**src/rtl/capp_pkg.sv**
```systemverilog
// Shared definitions for the content-addressable tag array and the blocks that read it.
package capp_pkg;

   localparam int DEF_NUM_CELLS = 100;

   typedef logic [$clog2(DEF_NUM_CELLS)-1:0] addr_t;

   typedef enum logic [1:0] {
      IDLE,
      SCAN,
      EMIT,
      FIN
   } state_t;

endpackage

```
**src/rtl/lsb_prio_enc.sv**
```systemverilog
// Lowest-set-bit priority encoder: index of the first set bit and an any-set flag.
module lsb_prio_enc
   import capp_pkg::*;
#(
   parameter int NUM_CELLS = DEF_NUM_CELLS,
   parameter int ADDR_W    = (NUM_CELLS > 1) ? $clog2(NUM_CELLS) : 1
) (
   input  logic [NUM_CELLS-1:0] vec,
   output logic [ADDR_W-1:0]    idx,
   output logic                 any
);

   // Walking from the top down lets the lowest set bit overwrite last.
   always_comb begin
      idx = '0;
      any = |vec;
      for (int i = NUM_CELLS - 1; i >= 0; i--) begin
         if (vec[i]) idx = ADDR_W'(i);
      end
   end

endmodule

```
**src/rtl/tag_responder_iter.sv**
```systemverilog
// Snapshots the tag vector and hands out responder addresses one by one, lowest first,
// pulsing a one-hot clear back to the tag array for each accepted address.
module tag_responder_iter
   import capp_pkg::*;
#(
   parameter int NUM_CELLS = DEF_NUM_CELLS,
   parameter int ADDR_W    = $clog2(NUM_CELLS),
   parameter int CNT_W     = $clog2(NUM_CELLS + 1)
) (
   input  logic                 CLK,
   input  logic                 RST,
   input  logic                 start,
   input  logic                 abort,
   input  logic [NUM_CELLS-1:0] tag_wires,
   output logic                 resp_valid,
   input  logic                 resp_ready,
   output logic [ADDR_W-1:0]    resp_addr,
   output logic [NUM_CELLS-1:0] clear_lines,
   output logic                 busy,
   output logic                 done,
   output logic [CNT_W-1:0]     resp_count
);

   state_t                 state, state_n;
   logic [NUM_CELLS-1:0]   pending, pending_n;
   logic [NUM_CELLS-1:0]   clear_n;
   logic [ADDR_W-1:0]      addr_n;
   logic [CNT_W-1:0]       count_n;
   logic [ADDR_W-1:0]      enc_idx;
   logic                   enc_any;

   lsb_prio_enc #(
      .NUM_CELLS (NUM_CELLS),
      .ADDR_W    (ADDR_W)
   ) u_enc (
      .vec (pending),
      .idx (enc_idx),
      .any (enc_any)
   );

   assign resp_valid = (state == EMIT);
   assign busy       = (state != IDLE);
   // An abort landing in FIN suppresses the pulse as well.
   assign done       = (state == FIN) && !abort;

   always_ff @(posedge CLK) begin
      if (RST) begin
         state       <= IDLE;
         pending     <= '0;
         resp_addr   <= '0;
         clear_lines <= '0;
         resp_count  <= '0;
      end else begin
         state       <= state_n;
         pending     <= pending_n;
         resp_addr   <= addr_n;
         clear_lines <= clear_n;
         resp_count  <= count_n;
      end
   end

   always_comb begin
      state_n   = state;
      pending_n = pending;
      addr_n    = resp_addr;
      clear_n   = '0;
      count_n   = resp_count;
      if (state != IDLE && abort) begin
         state_n   = IDLE;
         pending_n = '0;
      end else begin
         case (state)
            IDLE: begin
               if (start && !abort) begin
                  pending_n = tag_wires;
                  count_n   = '0;
                  state_n   = SCAN;
               end
            end
            SCAN: begin
               if (!enc_any) begin
                  state_n = FIN;
               end else begin
                  addr_n  = enc_idx;
                  state_n = EMIT;
               end
            end
            EMIT: begin
               if (resp_ready) begin
                  pending_n[resp_addr] = 1'b0;
                  clear_n[resp_addr]   = 1'b1;
                  count_n              = resp_count + CNT_W'(1);
                  state_n              = SCAN;
               end
            end
            FIN: state_n = IDLE;
            default: state_n = IDLE;
         endcase
      end
   end

endmodule

```
**config.mk**
```make
export PLATFORM = sky130hd
export DESIGN_NAME = tag_responder_iter
export DESIGN_NICKNAME = d
export VERILOG_FILES = /design/src/rtl/capp_pkg.sv /design/src/rtl/lsb_prio_enc.sv /design/src/rtl/tag_responder_iter.sv
export SDC_FILE = /design/constraint.sdc
export NUM_CORES = 1
export LEC_CHECK = 0
export ABC_AREA = 0
export CAP_MARGIN = 0
export CORE_AREA = 2 2 163 117
export CTS_BUF_LIST = sky130_fd_sc_hd__clkbuf_8
export DETAILED_ROUTE_END_ITERATION = 7
export DIE_AREA = 0 0 165 119
export GPL_TIMING_DRIVEN = 0
export PLACE_DENSITY = 0.86
export SYNTH_ARGS = -nofsm -noshare
export SYNTH_HDL_FRONTEND = slang
export SYNTH_SLANG_ARGS = --single-unit
```
**constraint.sdc**
```tcl
create_clock -name CLK -period 3.1 [get_ports CLK]
set_input_delay 0.31 -clock CLK [delete_from_list [all_inputs] [get_ports CLK]]
set_output_delay 0.31 -clock CLK [all_outputs]
set_load 0.03 [all_outputs]
```
==> impl_metrics.py <==
metrics = {
    "yosys": {
        "synth.avg_cell_area_sq_um": 7.97,
        "syn_area_sq_mm": 0.00889,
        "seq_area_frac_synth_pct": 48.6,
        "synth-seq-cells": 216,
        "synthesis.nets": 1221,
        "yosysUniqueCellTypes": 59,
        "async_flop_share_pct": 0,
        "yosys.area.top_type": "dfxtp_1",
        "ys_top_cells_by_area": "dfxtp_1, nor2_1, a22oi_1",
        "synthCells": 1115,
        "synth-edff-count": 0,
        "yosysTopAreaCellShare_pct": 48.6,
        "yosysWarnings": 0,
        "synthFlopType": "dfxtp_1",
    },
    "critical_path": {
        "critPathMaxStageDelay_ps": 1200,
        "crit_required_ps": 3560,
        "crit_slowest_cell": "nor3b_1",
        "r2r_cells": 6,
        "critPathCaptureType": "flop",
        "path_buf_inv": 2,
        "rrSetupSlack_ps": 180,
        "path_common_cell": "buf_2",
        "r2r_start": "state[0]$_SDFFE_PP0P_",
        "regToRegEndpoint": "pending[96]$_SDFFE_PP0P_",
        "path_delay_family": "simple AND/OR/NAND/NOR gates",
        "worstPathArrival_ps": 3390,
        "critPathMaxFanout": 10,
        "start_kind": "flop",
        "path_class": "reg -> reg",
        "crit_path_cell_trace": "or2_1 -> nor3b_1 -> buf_2 -> buf_2 -> a21oi_1 -> nor2_1",
    },
    "final_layout": {
        "antenna-diode-count": 0,
        "drive_gt1_share_pct": 5.81,
        "area_growth_pct": 36.5,
        "fill_cells": 1504,
        "design_area_sq_mm": 0.0121,
        "nets": 1479,
    },
    "die": {
        "coreArea_sq_mm": 0.0183,
        "pin_count": 222,
        "die_area_sq_mm": 0.0196,
        "dieWidth_microns": 165,
        "chipHeight_microns": 119,
        "rows": 42,
        "initial_core_util_pct": 48.5,
    },
    "clock_network": {
        "cts_tree": "done",
        "cts_root_buffer": "clkbuf_8",
        "insertion_delay_ps": 540,
        "clkSinkCount": 216,
        "clk_pin_slew_ps": 70,
        "postCtsSetupBuffers": 0,
        "clockBufferDepth": 3,
        "h-tree-depth": 2,
        "postCtsHoldBufs": 0,
        "numCtsBuffers": 35,
    },
    "sta": {
        "fin_ws_ps": 176,
        "setup_violations": 0,
        "finalHoldViolations": 0,
        "fmax_mhz": 342,
        "drv_slew": 7,
        "finalCritPeriodShare_pct": 94.3,
        "tightest_slew_ps": 1500,
        "relSlewSlack_pct": -0.222,
        "timing.setup.tns_ps": 0,
        "fin_crit_ps": 2920,
        "fin_worst_skew_ps": 25.2,
        "rsz0062_at_grt": "false",
    },
    "placement": {
        "placed_cell_area_sq_mm": 0.0114,
        "hpwl_microns": 23200,
        "finalWeightedCongestion": 0.983,
        "portBuffers": 221,
        "dp_slack_ps": 152,
    },
    "pwr": {
        "powerDensity_mw_per_mm2": 540,
        "switching_share_pct": 28.0,
        "intPower_w": 0.00471,
        "p_seq_share_pct": 44.9,
        "switchingPower_w": 0.00183,
        "p_leak_nw": 4.30,
        "p_clk_share_pct": 39.8,
        "p_comb_share_pct": 15.3,
        "vdd_drop_max_mv": 0.437,
    },
    "global_routing": {
        "overflow": 0,
        "grt_pass1_wl_microns": 48500,
        "grt_start_max_net_pins": 11,
        "grt_pass1_vias": 8952,
        "track_usage_pct": 32.0,
        "antenna_found_initial": 0,
    },
    "drt": {
        "drt_iter0_markers": 1301,
        "routed_wirelength_microns": 32000,
        "post_drt_wl_per_cell_microns": 19.5,
        "vias_per_cell": 5.88,
        "ant_nets": 0,
        "via_count": 9627,
        "drc": 0,
        "dr.pass1.iters": 8,
    },
    "worst_hold_path": {
        "hold_path.class": "in -> reg",
        "min_delay_path_depth": 3,
        "whs_endpoint": "pending[55]$_SDFFE_PP0P_",
        "holdCritStartpoint": "tag_wires[55]",
    },
    "status": {
        "status": "finished, violations left",
        "violations": "capacitance limit, slew limit",
    },
    "flow_run": {
        "drv_cap": 1,
    },
}
-- layer usage --
metal	part of all wire [%]	wire length [microns]	track usage (%)	vias to the layer above
met5	0	0	0	-
met4	3.1	986	11.0	0
met3	12	3860	8.05	90
met2	43	13700	47.3	646
met1	42	13400	45.3	4464
li1	-	-	-	4427
-- worst register-to-register path: stages (launching register included) --
cell and delay [ps]:
dfxtp_1 350, or2_1 290, nor3b_1 1200, buf_2 460, buf_2 330, a21oi_1 110
nor2_1 100
-- state kept, by name, summed over array words and instances, names as in the netlist --
register,flops
pending,100
resp_count,7
state,2
clear_lines,100
resp_addr,7
-- what timing repair did --
| item | CTS | global route |
|---|---|---|
| endpoints found under the setup margin | 0 | 1 |
| hold endpoints to repair | 0 | 0 |
| gates resized for setup | 0 | 2 |
-- cell usage in the layout, fill, tap and decap left out, types with 6 or more instances in the layout --
cell | Yosys | routed
nand3_1 | 12 | 12
dfxtp_1 | 216 | 216
a21oi_1 | 58 | 58
o211ai_1 | 6 | 6
clkbuf_1 | 58 | 57
clkdlybuf4s50_1 | 0 | 221
nor2_1 | 247 | 247
or3_1 | 9 | 9
buf_2 | 15 | 15
inv_1 | 19 | 27
nor4_1 | 28 | 28
a22oi_1 | 83 | 83
clkbuf_8 | 0 | 44
o21ai_0 | 115 | 115
nand2b_1 | 7 | 7
nor2b_1 | 8 | 8
nand2_1 | 117 | 117
nor3_1 | 25 | 25
-- cell families after synthesis --
group | Yosys count | synth area share (%)
compound gates | 307 | 21.5
xor+xnor | 5 | 0.493
fa+ha+maj | 1 | 0.141
buf+inv | 96 | 4.26
flops | 216 | 48.6
simple gates | 490 | 25.0
-- worst max-delay path by stage --
stage | startpoint | endpoint | slack, ps | cells after the start
final | state[0]$_SDFFE_PP0P_ | pending[96]$_SDFFE_PP0P_ | 180 | 6
after global placement | abort | pending[3]$_SDFFE_PP0P_ | 250 | 6
after global routing | state[1]$_SDFFE_PP0P_ | done | 160 | 5
after detailed placement | abort | pending[96]$_SDFFE_PP0P_ | 150 | 6
after floorplan | state[1]$_SDFFE_PP0P_ | clear_lines[0]$_SDFF_PP0_ | 1180 | 5
after CTS | state[1]$_SDFFE_PP0P_ | done | 90 | 5
-- through the flow --
stage	utilization (%)	hold WS, ps	cells	power (W)
finish	66.2	384	1637	0.00655
global placement	62.2	472	1578	0.00394
floorplan	-	387	1115	0.00357
global route	66.2	403	1637	0.00678
CTS	66.1	380	1637	0.00651
detailed placement	62.2	518	1578	0.00396
-- power by group through the flow --
stage / logic (W) / registers, W / clock network [W]
2_1_floorplan: 0.000592 / 0.00298 / 0
3_3_place_gp: 0.000951 / 0.00299 / 0
3_5_place_dp: 0.000963 / 0.00299 / 0
4_1_cts: 0.000970 / 0.00293 / 0.00261
5_1_grt: 0.00109 / 0.00295 / 0.00274
6_report: 0.00100 / 0.00294 / 0.00260
-- cell type report --
cell class                      count  area [sq um]  share of cell area (%)
Buffer                             77           309                    2.55
Inverter                           19          71.3                   0.588
Clock inverter                     15           121                    1.00
Clock buffer                       44           606                    4.99
Timing Repair Buffer              221          2210                    18.2
Sequential cell                   216          4320                    35.6
Multi-Input combinational cell    803          4190                    34.5
Tap cell                          242           303                    2.50
-- cell usage after synthesis (all sizes together), types with 3 or more instances --
| master | number |
|---|---|
| a21oi | 60 |
| a22oi | 83 |
| o21ai | 118 |
| nand2 | 118 |
| nor3 | 25 |
| xor2 | 3 |
| a31oi | 3 |
| or3 | 9 |
| nor4 | 31 |
| or3b | 3 |
| and4 | 3 |
| nor3b | 3 |
| nor2b | 8 |
| buf | 19 |
| nand4 | 6 |
| o311ai | 3 |
| or4 | 8 |
| dfxtp | 216 |
| clkbuf | 58 |
| o31ai | 4 |
| a2111oi | 6 |
| nand3 | 12 |
| nor2 | 247 |
| o211ai | 6 |
| nand3b | 4 |
| inv | 19 |
| nand2b | 8 |
| a211oi | 3 |
| a211o | 3 |
Note: power is estimated with default switching activity, not from simulation.
